`src/rtl/spi_reg_pkg.sv`:
```
// Shared constants, command-byte layout and FSM state type for the SPI register slave.
package spi_reg_pkg;
    localparam int ADDR_W   = 4;
    localparam int NUM_REGS = 16;
    localparam int DATA_W   = 8;

    localparam int CMD_RW_BIT   = 7;
    localparam int CMD_ADDR_MSB = 3;
    localparam int CMD_ADDR_LSB = 0;

    localparam logic RW_WRITE = 1'b1;
    localparam logic RW_READ  = 1'b0;

    typedef enum logic [2:0] {
        ST_IDLE    = 3'd0,
        ST_CMD     = 3'd1,
        ST_WR_DATA = 3'd2,
        ST_RD_DATA = 3'd3,
        ST_DONE    = 3'd4
    } state_t;

    function automatic state_t cmd_next_state(input logic [DATA_W-1:0] cmd);
        state_t nxt;
        nxt = ST_WR_DATA;
        unique case (cmd[CMD_RW_BIT])
            RW_WRITE: nxt = ST_WR_DATA;
            RW_READ:  nxt = ST_RD_DATA;
            default:  nxt = ST_WR_DATA;
        endcase
        return nxt;
    endfunction
endpackage

```
`src/rtl/spi_sync.sv`:
```
// Multi-stage single-bit synchronizer with a configurable depth and reset level.
module spi_sync #(
    parameter int   STAGES    = 2,
    parameter logic RESET_VAL = 1'b0
) (
    input  logic clk,
    input  logic rst,
    input  logic d,
    output logic q
);
    logic [STAGES-1:0] sync_reg;

    generate
        for (genvar gi = 0; gi < STAGES; gi++) begin : g_stage
            if (gi == 0) begin : g_first
                always_ff @(posedge clk) begin
                    if (rst) sync_reg[gi] <= RESET_VAL;
                    else     sync_reg[gi] <= d;
                end
            end else begin : g_next
                always_ff @(posedge clk) begin
                    if (rst) sync_reg[gi] <= RESET_VAL;
                    else     sync_reg[gi] <= sync_reg[gi-1];
                end
            end
        end
    endgenerate

    assign q = sync_reg[STAGES-1];
endmodule

```
`src/rtl/spi_reg_slave.sv`:
```
// SPI mode-0 slave exposing 16 byte registers, oversampled on clk.
// Optional build macro SPI_REG_SLAVE_AUTOINC_EN: data bytes auto-increment the address.
module spi_reg_slave
    import spi_reg_pkg::*;
#(
    parameter int                SYNC_STAGES = 2,
    parameter logic [DATA_W-1:0] REG_RESET   = 8'h00
) (
    input  logic              clk,
    input  logic              rst,
    input  logic              sclk,
    input  logic              mosi,
    input  logic              ss_n,
    output logic              miso,
    input  logic [ADDR_W-1:0] host_addr,
    output logic [DATA_W-1:0] host_rd_data,
    output logic              wr_strobe,
    output logic [ADDR_W-1:0] wr_addr,
    output logic [DATA_W-1:0] wr_data,
    output logic              busy
);
    localparam logic [7:0] SETTLE = 8'(SYNC_STAGES);

    logic sclk_s, mosi_s, ss_n_s;

    spi_sync #(.STAGES(SYNC_STAGES), .RESET_VAL(1'b0)) u_sync_sclk (
        .clk(clk), .rst(rst), .d(sclk), .q(sclk_s));
    spi_sync #(.STAGES(SYNC_STAGES), .RESET_VAL(1'b0)) u_sync_mosi (
        .clk(clk), .rst(rst), .d(mosi), .q(mosi_s));
    spi_sync #(.STAGES(SYNC_STAGES), .RESET_VAL(1'b1)) u_sync_ss_n (
        .clk(clk), .rst(rst), .d(ss_n), .q(ss_n_s));

    logic       sclk_prev_reg, ss_prev_reg;
    logic [7:0] settle_cnt_reg;
    logic       armed_reg;
    logic       sclk_rise, sclk_fall, ss_fall, ss_rise;

    assign sclk_rise = sclk_s & ~sclk_prev_reg;
    assign sclk_fall = ~sclk_s & sclk_prev_reg;
    assign ss_fall   = ~ss_n_s & ss_prev_reg;
    assign ss_rise   = ss_n_s & ~ss_prev_reg;

    // The ss_n chain resets high, so a select held low across reset would look like a
    // fresh falling edge; only arm once a genuine high level has passed through the chain.
    always_ff @(posedge clk) begin
        if (rst) begin
            sclk_prev_reg  <= 1'b0;
            ss_prev_reg    <= 1'b1;
            settle_cnt_reg <= 8'd0;
            armed_reg      <= 1'b0;
        end else begin
            sclk_prev_reg <= sclk_s;
            ss_prev_reg   <= ss_n_s;
            if (settle_cnt_reg < SETTLE)
                settle_cnt_reg <= settle_cnt_reg + 8'd1;
            armed_reg <= armed_reg | ((settle_cnt_reg >= SETTLE) & ss_n_s);
        end
    end

    state_t            state_reg;
    logic [2:0]        bit_cnt_reg;
    logic [6:0]        rx_shift_reg;
    logic [ADDR_W-1:0] addr_reg;
    logic [DATA_W-1:0] tx_shift_reg;
    logic              miso_reg;
    logic              wr_strobe_reg;
    logic [ADDR_W-1:0] wr_addr_reg;
    logic [DATA_W-1:0] wr_data_reg;
    logic [DATA_W-1:0] host_rd_data_reg;
    logic [DATA_W-1:0] regs [NUM_REGS];

    logic              in_xfer, byte_done, reg_we;
    logic [DATA_W-1:0] rx_byte;
    logic [ADDR_W-1:0] cmd_addr;

    assign in_xfer   = (state_reg == ST_CMD) || (state_reg == ST_WR_DATA) ||
                       (state_reg == ST_RD_DATA);
    assign byte_done = in_xfer && sclk_rise && (bit_cnt_reg == 3'd7);
    assign rx_byte   = {rx_shift_reg, mosi_s};
    assign cmd_addr  = rx_byte[CMD_ADDR_MSB:CMD_ADDR_LSB];
    assign reg_we    = byte_done && (state_reg == ST_WR_DATA);

`ifdef SPI_REG_SLAVE_AUTOINC_EN
    logic [ADDR_W-1:0] next_addr;
    assign next_addr = addr_reg + ADDR_W'(1);
`endif

    always_ff @(posedge clk) begin
        if (rst) begin
            state_reg     <= ST_IDLE;
            bit_cnt_reg   <= 3'd0;
            rx_shift_reg  <= 7'd0;
            addr_reg      <= '0;
            tx_shift_reg  <= '0;
            miso_reg      <= 1'b0;
            wr_strobe_reg <= 1'b0;
            wr_addr_reg   <= '0;
            wr_data_reg   <= '0;
        end else begin
            wr_strobe_reg <= 1'b0;
            if (in_xfer && sclk_rise) begin
                bit_cnt_reg  <= bit_cnt_reg + 3'd1;
                rx_shift_reg <= rx_byte[6:0];
            end
            case (state_reg)
                ST_IDLE: begin
                    miso_reg    <= 1'b0;
                    bit_cnt_reg <= 3'd0;
                    if (ss_fall && armed_reg)
                        state_reg <= ST_CMD;
                end
                ST_CMD: begin
                    if (byte_done) begin
                        addr_reg  <= cmd_addr;
                        state_reg <= cmd_next_state(rx_byte);
                        if (cmd_next_state(rx_byte) == ST_RD_DATA)
                            tx_shift_reg <= regs[cmd_addr];
                    end
                end
                ST_WR_DATA: begin
                    if (byte_done) begin
                        wr_strobe_reg <= 1'b1;
                        wr_addr_reg   <= addr_reg;
                        wr_data_reg   <= rx_byte;
`ifdef SPI_REG_SLAVE_AUTOINC_EN
                        addr_reg <= next_addr;
`else
                        state_reg <= ST_DONE;
`endif
                    end
                end
                ST_RD_DATA: begin
                    if (sclk_fall) begin
                        miso_reg     <= tx_shift_reg[DATA_W-1];
                        tx_shift_reg <= {tx_shift_reg[DATA_W-2:0], 1'b0};
                    end
                    if (byte_done) begin
`ifdef SPI_REG_SLAVE_AUTOINC_EN
                        addr_reg     <= next_addr;
                        tx_shift_reg <= regs[next_addr];
`else
                        state_reg <= ST_DONE;
                        miso_reg  <= 1'b0;
`endif
                    end
                end
                ST_DONE: miso_reg <= 1'b0;
                default: state_reg <= ST_IDLE;
            endcase
            // Deselect wins over everything except a byte that completed this same cycle.
            if (ss_rise) begin
                state_reg   <= ST_IDLE;
                bit_cnt_reg <= 3'd0;
                miso_reg    <= 1'b0;
            end
        end
    end

    generate
        for (genvar gi = 0; gi < NUM_REGS; gi++) begin : g_reg
            always_ff @(posedge clk) begin
                if (rst)
                    regs[gi] <= REG_RESET;
                else if (reg_we && (addr_reg == ADDR_W'(gi)))
                    regs[gi] <= rx_byte;
            end
        end
    endgenerate

    always_ff @(posedge clk) begin
        if (rst) host_rd_data_reg <= REG_RESET;
        else     host_rd_data_reg <= regs[host_addr];
    end

    assign miso         = miso_reg;
    assign host_rd_data = host_rd_data_reg;
    assign wr_strobe    = wr_strobe_reg;
    assign wr_addr      = wr_addr_reg;
    assign wr_data      = wr_data_reg;
    assign busy         = ~ss_n_s;
endmodule
```
`config.mk`:
```
export PLATFORM = sky130hd
export DESIGN_NAME = spi_reg_slave
export DESIGN_NICKNAME = d
export VERILOG_FILES = /design/src/rtl/spi_reg_pkg.sv /design/src/rtl/spi_sync.sv /design/src/rtl/spi_reg_slave.sv
export SDC_FILE = /design/constraint.sdc
export NUM_CORES = 1
export LEC_CHECK = 0
export ABC_AREA = 1
export ABC_CLOCK_PERIOD_IN_PS = 3000
export BUFFER_PORTS_ARGS = -buffer_cell sky130_fd_sc_hd__clkbuf_2
export CORE_UTILIZATION = 60
export DETAILED_ROUTE_END_ITERATION = 10
export PLACE_DENSITY = 0.77
export REMOVE_ABC_BUFFERS = 1
export SETUP_SLACK_MARGIN = 0.5
export SLEW_MARGIN = 25
export SYNTH_ARGS = -nofsm -noshare
export SYNTH_HDL_FRONTEND = slang
export SYNTH_HIERARCHICAL = 1
export SYNTH_SLANG_ARGS = --single-unit
```
`constraint.sdc`:
```
create_clock -name clk -period 3 [get_ports clk]
set_input_delay 0.15 -clock clk [delete_from_list [all_inputs] [get_ports clk]]
set_output_delay 0.15 -clock clk [all_outputs]
set_load 0.01 [all_outputs]
```
[Word-level counts from Yosys, hierarchy flattened]
Memories as Yosys holds them, arrays and structs flattened. A register that Yosys moved wholly into a read port is not among the register bits.
Index checks and enable logic that the tools add are counted.
Operators by class
  magnitude comparators: 2
  multiplexer cells: 81
  bitwise operators: 29
  equality and inequality tests: 27
  add/subtract/negate cells: 2
  reductions and logical operators: 36
Operators by type and width (number)
  $mux 8: 19
  $mux 1: 53
  $eq 4x4->1 const B: 8
  $logic_and 1x1->1: 20
  $or 1x1->1: 17
  $eq 4x3->1 const B: 4
  $pmux 8 s2: 1
  $mux 3: 5
  $pmux 3 s4: 1
  $eq 3x2->1 const B: 3
  $add 8x1->8 const B: 1
  $eq 4x2->1 const B: 2
  $ge 8x2->1 const B: 1
  $lt 8x2->1 const B: 1
  $reduce_and 4->1: 2
  $reduce_or 2->1: 4
  $not 1->1: 7
  $eq 3x3->1 const B: 2
  $ne 2x2->1 const B: 3
  $pmux 3 s2: 1
  $reduce_and 2->1: 3
  $and 1x1->1: 5
  $eq 4x1->1 const B: 1
  $logic_not 4->1: 1
  9 further kinds: 12
Storage, ports and cells
  register bits: 56
  memories kept: 1
  bits of input ports: 9
  memory bits (writable): 128
Memories
  regs: words 16, width 8, read ports 2, clocked after Yosys merged registers in 1, wr ports 16, RTL line spi_reg_slave.sv:70  | logic [DATA_W-1:0] regs [NUM_REGS];

[Longest topological paths before layout]
Gate-level depths: netlist (run 1).
  word-level depth: 12
  mapped depth: 10

[Hierarchy]
Netlist (run 1), hierarchy kept.
Modules (own cells, without submodules)
  spi_reg_slave: seq. area each 5004.8 um2, times used 1, cells each 1149, area each 9261.4 um2
  spi_sync at u_sync_mosi ...: seq. area each 40.0 um2, times used 2, cells each 6, area each 55.1 um2
  spi_sync at u_sync_ss_n: seq. area each 40.0 um2, times used 1, cells each 7, area each 58.8 um2

[Least setup slack after synthesis (run 1)]
Ideal clock, no wire load.
  path kind: flip-flop to flip-flop
  start: reg bit_cnt_reg[0]
  end: mem regs[13][0] (enable)
  setup slack: 0.734 ns
  data required time: 2.616 ns
  arrival: 1.882 ns
  path buffers: 0
  cell stages (with the launch flop): 9
  cells stage by stage: dfxtp_1 > ha_1 > ha_1 > nand3_2 > inv_2 > nand3_2 > nor3_2 > inv_1 > o21ai_0
RTL lines
  start: declaration: RTL line spi_reg_slave.sv:61  | logic [2:0] bit_cnt_reg;
  start signal: assignment: RTL line spi_reg_slave.sv:102  | bit_cnt_reg <= bit_cnt_reg + 3'd1;
  end: declaration: RTL line spi_reg_slave.sv:70

==> flow_summary_export.csv, run 1 <==
group,metric,value,unit
outcome,status,"finished clean",
logic_synthesis,synthCells,1168,
global_route,overflow,0,
floorplan,row_count,45,
sta,setup_ws,0.628,ns
sta,setup_violations,0,
route,wl,25.8,mm
clocking,cts_buffer_depth,2,
sta,finalSetupTns,0,ns
clocking,cts_tree,"yes",
place,dp.cells,1368,
sta,finalCritPeriodShare,0.791,
setup_path,r2r_cells,9,
layout,num_antenna_cells,0,
logic_synthesis,syn_avg_cell_area,8.07,um2
floorplan,fp.dieW,127,um
run,maxCapViolCount,0,
min_path,hold_depth,3,
setup_path,crit_type,"reg2reg",
global_route,grtUsageTotal,0.333,
layout,final_nets,1192,
setup_path,r2r-start,"bit_cnt_reg[0]",
setup_path,worst_ep_arrival_time,2.51,ns
layout,largest_reg_flops,128,
route,drc_errors,0,
place,post-dp-hpwl,17.2,mm
logic_synthesis,synth_warnings,6,
logic_synthesis,synth_seq_area_share,0.543,
clocking,clkSlewWorstSetupHoldPaths,0.07,ns
layout,drive_above_1_share,0.0998,
route,wire_per_inst,18.4,um
power,p_per_area,577,nW/um2
place,pre_cts_ws,0.771,ns
sta,fmax,422,MHz
setup_path,path_cells,"ha_1 > ha_1 > nand3_2 > inv_2 > nand3_2 > nor2_1 > inv_1 > o21ai_0 > buf_4",
logic_synthesis,netlist.area_leader.share,0.408,
route,drt-pass1-iter-count,6,
setup_path,worstPathRequired,3.14,ns
logic_synthesis,synth_cell_types,23,
min_path,min_to,"host_rd_data[4]",
global_route,antenna_found_initial,0,
setup_path,worst-r2r-setup-slack,0.63,ns
layout,final_cells,1403,
route,initialDrtViolationCount,1260,
global_route,grt_pass1_vias,7423,
layout,design_area,10500,um2
place,gp_congestion,0.931,
setup_path,cp_slowest_stage_delay,0.34,ns
logic_synthesis,ys_ff_latch,192,
route,vias_per_cell,5.92,
clocking,cts_setup_buffers,0,
logic_synthesis,synth_area_leaders,"edfxtp_1 (41%), dfxtp_1 (14%), nand3_1 (8.5%), nor2_1 (8.0%), o21ai_0 (6.2%)",
layout,top_register,"regs",
setup_path,path_max_fanout,9,
setup_path,timing.rr.end,"regs[7][3]",
min_path,min_from,"host_addr[3]",
clocking,cts_max_level,4,
clocking,clock-sinks,192,
floorplan,dieArea,16200,um2
layout,final_core_util,0.688,
floorplan,die_h,127,um
sta,min_period,2.37,ns
setup_path,crit_slowest_cell,"dfxtp_1",
power,max-vdd-ir-drop,405,uV
sta,whs,0.187,ns
layout,n_fill_cell,1232,
sta,skew,0.00872,ns
setup_path,cp-start-kind,"register",
route,drt.antenna.violating_nets,0,
sta,grt_setup_unrepaired,"true",
clocking,clk_latency,0.43,ns
place,post_dp_cell_area,9830,um2
floorplan,ioPinCount,32,
sta,hold_violations,0,
global_route,grt_pass1_wl,40.5,mm
clocking,numCtsBuffers,17,
floorplan,initial_core_util,0.618,
global_route,grt_max_degree,102,
sta,slew_viol_final,0,
layout,area_delta_synth_final,11.3,%
setup_path,critPathBufInv,3,
min_path,hp-class,"in2reg",
setup_path,worstSetupEndpointType,"register",
logic_synthesis,yosys.area.top_type,"edfxtp_1",
floorplan,core,15300,um2
power,report.power.total,6.06,mW
power,cellLeakagePower,4.14,nW
sta,max_slew_margin,0.326,
logic_synthesis,synth_area,9430,um2
clocking,cts_root_buf,"clkbuf_16",
setup_path,crit_family,"simple AND/OR/NAND/NOR gates",
sta,worst_pin_slew,1.01,ns
route,dr_total_vias,8311,
place,io_buffers,31,
==> cell families (layout without fill, tap and decap cells) <==
logic type,Yosys count,after routing,share of synthesized area
buffers and inverters,213,237,0.0858
flip-flops,192,192,0.543
adder cells (fa/ha/maj),4,4,0.00531
AND/OR/NAND/NOR,526,526,0.238
AO/OA/AOI/OAI,233,233,0.127
==> cell usage after synthesis <==
library cell and n:
buf_2 8, ha_1 4, nand2_1 141, clkbuf_1 56
or2_2 14, o211ai_1 10, nand4_1 1, nand3_1 161
a21oi_1 104, nand3_2 2, dfxtp_1 64, buf_1 10
a211oi_1 2, inv_1 130, nor2_2 1, inv_2 3
o21ai_0 116, edfxtp_1 128, nor2_1 200, nor3_1 4
clkinv_1 6, o21ai_2 1, nor3_2 2
==> report_power, final <==
part	total [mW]	internal, mW	switching [mW]
registers	3.03	2.96	0.0697
clock network	2.38	1.40	0.980
logic	0.650	0.206	0.444
total	6.06	4.56	1.49
==> routing by layer <==
metal	vias to the layer above	track usage	part of all wire
met4	0	0.137	0.032
met3	64	0.0519	0.11
li1	3893	-	-
met5	-	0	0
met2	561	0.504	0.45
met1	3793	0.480	0.41
==> worst reg2reg max path, cell delays in order, from the launching register on <==
cell and delay [ns]:
dfxtp_1 0.34, ha_1 0.16, ha_1 0.16, nand3_2 0.14, inv_2 0.08, nand3_2 0.19, nor2_1 0.34, inv_1 0.20
o21ai_0 0.24, buf_4 0.22
==> layout by cell type, fill, tap and decap left out, types with 6 or more instances in the layout <==
cell type / count
clkbuf_16: 21
o21ai_0: 116
a21oi_1: 104
or2_2: 14
nand3_1: 161
dfxtp_1: 63
clkinv_1: 6
nand2_1: 141
clkbuf_2: 31
o211ai_1: 10
nor2_1: 199
buf_4: 30
inv_1: 129
edfxtp_1: 128
==> worst max path at each step <==
stage	start	to	slack [ns]	cells past startpoint
6_report	bit_cnt_reg[0]	regs[7][3]	0.63	9
5_1_grt	bit_cnt_reg[0]	regs[5][5]	0.50	9
4_1_cts	bit_cnt_reg[0]	regs[7][3]	0.72	9
3_5_place_dp	bit_cnt_reg[0]	regs[2][5]	0.77	9
3_3_place_gp	bit_cnt_reg[0]	regs[5][1]	0.87	9
2_1_floorplan	u_sync_mosi/q	tx_shift_reg[5]	-0.25	8
==> final cells by class <==
class                   instances  area (um2)  area share
well taps                     211         264      0.0251
clock buffers                  25         561      0.0534
multi-input cells             763        3500       0.333
clock inverters                 7        77.6     0.00739
inverters                     139         522      0.0497
flip-flops and latches        192        5130       0.488
repair buffers                 66         450      0.0429
==> timing repair <==
action / in CTS / in global routing
hold buffers: 3 / 0
setup endpoints to repair: 0 / 8
endpoints found under the hold margin: 3 / 0
resized for setup: 0 / 1
Power figures use the tool's default switching activity.
==> inputs of run 2 (changes only) <==
--- a/config.mk
+++ b/config.mk
@@ -6,7 +6,7 @@
 export NUM_CORES = 1
 export LEC_CHECK = 0
 export ABC_AREA = 1
-export ABC_CLOCK_PERIOD_IN_PS = 3000
+export ABC_CLOCK_PERIOD_IN_PS = 2400
 export BUFFER_PORTS_ARGS = -buffer_cell sky130_fd_sc_hd__clkbuf_2
 export CORE_UTILIZATION = 60
 export DETAILED_ROUTE_END_ITERATION = 10
==> constraint.sdc (replaced) <==
create_clock -name clk -period 2.4 [get_ports clk]
set_input_delay 0.12 -clock clk [delete_from_list [all_inputs] [get_ports clk]]
set_output_delay 0.12 -clock clk [all_outputs]
set_load 0.01 [all_outputs]
==> run 2 against run 1 <==
  * Final cell count up 1.1%
  * Non-clock buffer count is 14 higher
  * Global-route usage is 0.90 points higher
  * Core utilization is 1.6 points higher
  * Combinational power is 30% higher
  * Sequential power up 25%
  * Largest cell class unchanged
  * Largest power group unchanged
  * Highest routed layer unchanged
==> flow_summary_export.csv, run 2 (synthesis gave the netlist of run 1 again) <==
group,metric,value,unit
setup_path,worstPathRequired,2.69,ns
clocking,clk_latency,0.44,ns
clocking,cts_tree,"yes",
setup_path,worst-r2r-setup-slack,0.51,ns
floorplan,row_count,45,
route,drt-pass1-iter-count,8,
floorplan,ioPinCount,32,
floorplan,fp.dieW,127,um
route,initialDrtViolationCount,1358,
sta,setup_violations,0,
run,maxCapViolCount,0,
sta,finalCritPeriodShare,0.788,
setup_path,path_max_fanout,8,
global_route,grtUsageTotal,0.342,
sta,whs,0.126,ns
clocking,clkSlewWorstSetupHoldPaths,0.07,ns
route,drc_errors,0,
sta,hold_violations,0,
sta,setup_ws,0.510,ns
global_route,grt_max_degree,88,
layout,largest_reg_flops,128,
power,report.power.total,7.44,mW
setup_path,worst_ep_arrival_time,2.18,ns
layout,final_cell_mix,"nor2_1 (197), nand3_1 (148), nand2_1 (141)",
sta,max_slew_margin,0.561,
sta,slew_viol_final,0,
setup_path,timing.rr.end,"regs[2][3]",
clocking,clock-sinks,192,
global_route,grt_pass1_vias,7455,
route,drt.antenna.violating_nets,0,
min_path,hp-class,"in2reg",
setup_path,endpoint,"regs[2][3]",
layout,final_nets,1207,
clocking,cts_root_buf,"clkbuf_16",
clocking,cts_max_level,4,
layout,final_core_util,0.704,
setup_path,r2r_cells,9,
layout,design_area,10700,um2
layout,drive_above_1_share,0.133,
floorplan,die_h,127,um
place,post_dp_cell_area,9940,um2
route,wire_per_inst,18.7,um
global_route,overflow,0,
sta,skew,0.00882,ns
sta,fmax,529,MHz
global_route,antenna_found_initial,0,
layout,num_antenna_cells,0,
sta,grt_setup_unrepaired,"true",
route,vias_per_cell,5.94,
layout,area_delta_synth_final,13.9,%
sta,min_period,1.89,ns
setup_path,cp-start-kind,"register",
power,max-vdd-ir-drop,591,uV
place,io_buffers,31,
place,post-dp-hpwl,17.5,mm
layout,top_register,"regs",
place,gp_congestion,0.939,
layout,final_common_cell,"nor2_1",
floorplan,initial_core_util,0.618,
setup_path,worstSetupEndpointType,"register",
sta,worst_pin_slew,0.652,ns
power,cellLeakagePower,4.19,nW
route,dr_total_vias,8419,
clocking,cts_buffer_depth,2,
outcome,status,"finished clean",
setup_path,cp-startpoint,"bit_cnt_reg[1]",
power,p_per_area,693,nW/um2
route,wl,26.6,mm
floorplan,core,15300,um2
place,pre_cts_ws,0.201,ns
setup_path,r2r-start,"bit_cnt_reg[1]",
setup_path,crit_type,"reg2reg",
clocking,numCtsBuffers,17,
floorplan,dieArea,16200,um2
global_route,grt_pass1_wl,41.1,mm
-- run 2: changes by cell type in the layout (fill, tap and decap cells not counted), sizes merged --
cell | before | now
clkbuf | 56 | 50
buf | 32 | 46
clkinv | 7 | 9
inv | 138 | 143
bufinv | 1 | 0
nand3 | 163 | 164
-- run 2: worst max-delay path, stage by stage (launching register included) --
cell     delay (ns)
dfxtp_2        0.36
ha_4           0.14
ha_4           0.12
nand3_2        0.07
inv_2          0.09
nand3_4        0.12
nor2_1         0.18
buf_4          0.21
nand3_1        0.27
nor2_1         0.19
-- run 2: metrics by stage --
stage | std cells | TNS [ns]
final | 1418 | 0
after global routing | 1418 | 0
after CTS | 1416 | 0
after detailed placement | 1378 | 0
after global placement | 1378 | 0
after floorplan | 1094 | -14.86
-- run 2: routing by layer --
layer / track usage / share of wire / vias to the layer above
met5: 0 / 0 / -
li1: - / - / 3926
met3: 0.0733 / 0.11 / 68
met1: 0.489 / 0.40 / 3910
met2: 0.506 / 0.45 / 515
met4: 0.144 / 0.035 / 0
-- run 2: worst min-delay path by stage --
stage                 start                 endpoint  slack, ns  depth (start not counted)
3_3_place_gp           ss_n  u_sync_ss_n/sync_reg[0]       0.30                          3
5_1_grt        host_addr[3]          host_rd_data[4]       0.14                          3
2_1_floorplan           rst                armed_reg       0.19                          1
6_report                rst              ss_prev_reg       0.13                          4
3_5_place_dp           ss_n  u_sync_ss_n/sync_reg[0]       0.30                          3
4_1_cts                 rst              ss_prev_reg       0.12                          4
-- run 2: final cells by class --
cell class / count / area, um2
Clock buffer: 19 / 475
Multi-Input combinational cell: 764 / 3640
Fill cell: 1204 / 4520
Timing Repair Buffer: 80 / 597
Tap cell: 211 / 264
Clock inverter: 13 / 109
Sequential cell: 192 / 5130
Inverter: 139 / 522
-- run 2: repair_timing --
action	4_1_cts	5_1_grt
hold buffers	3	0
gates resized for setup	9	30
hold endpoints to repair	3	0
setup buffers	2	2
gates cloned	1	0
pin swaps	1	6
setup endpoints to repair	257	257
-- run 2: report_power, final --
| part | total, mW | switching, mW | leakage (nW) | internal (mW) |
|---|---|---|---|---|
| combinational | 0.848 | 0.571 | 2.16 | 0.277 |
| clock | 2.81 | 1.32 | 0.296 | 1.49 |
| sequential | 3.78 | 0.0908 | 1.74 | 3.69 |
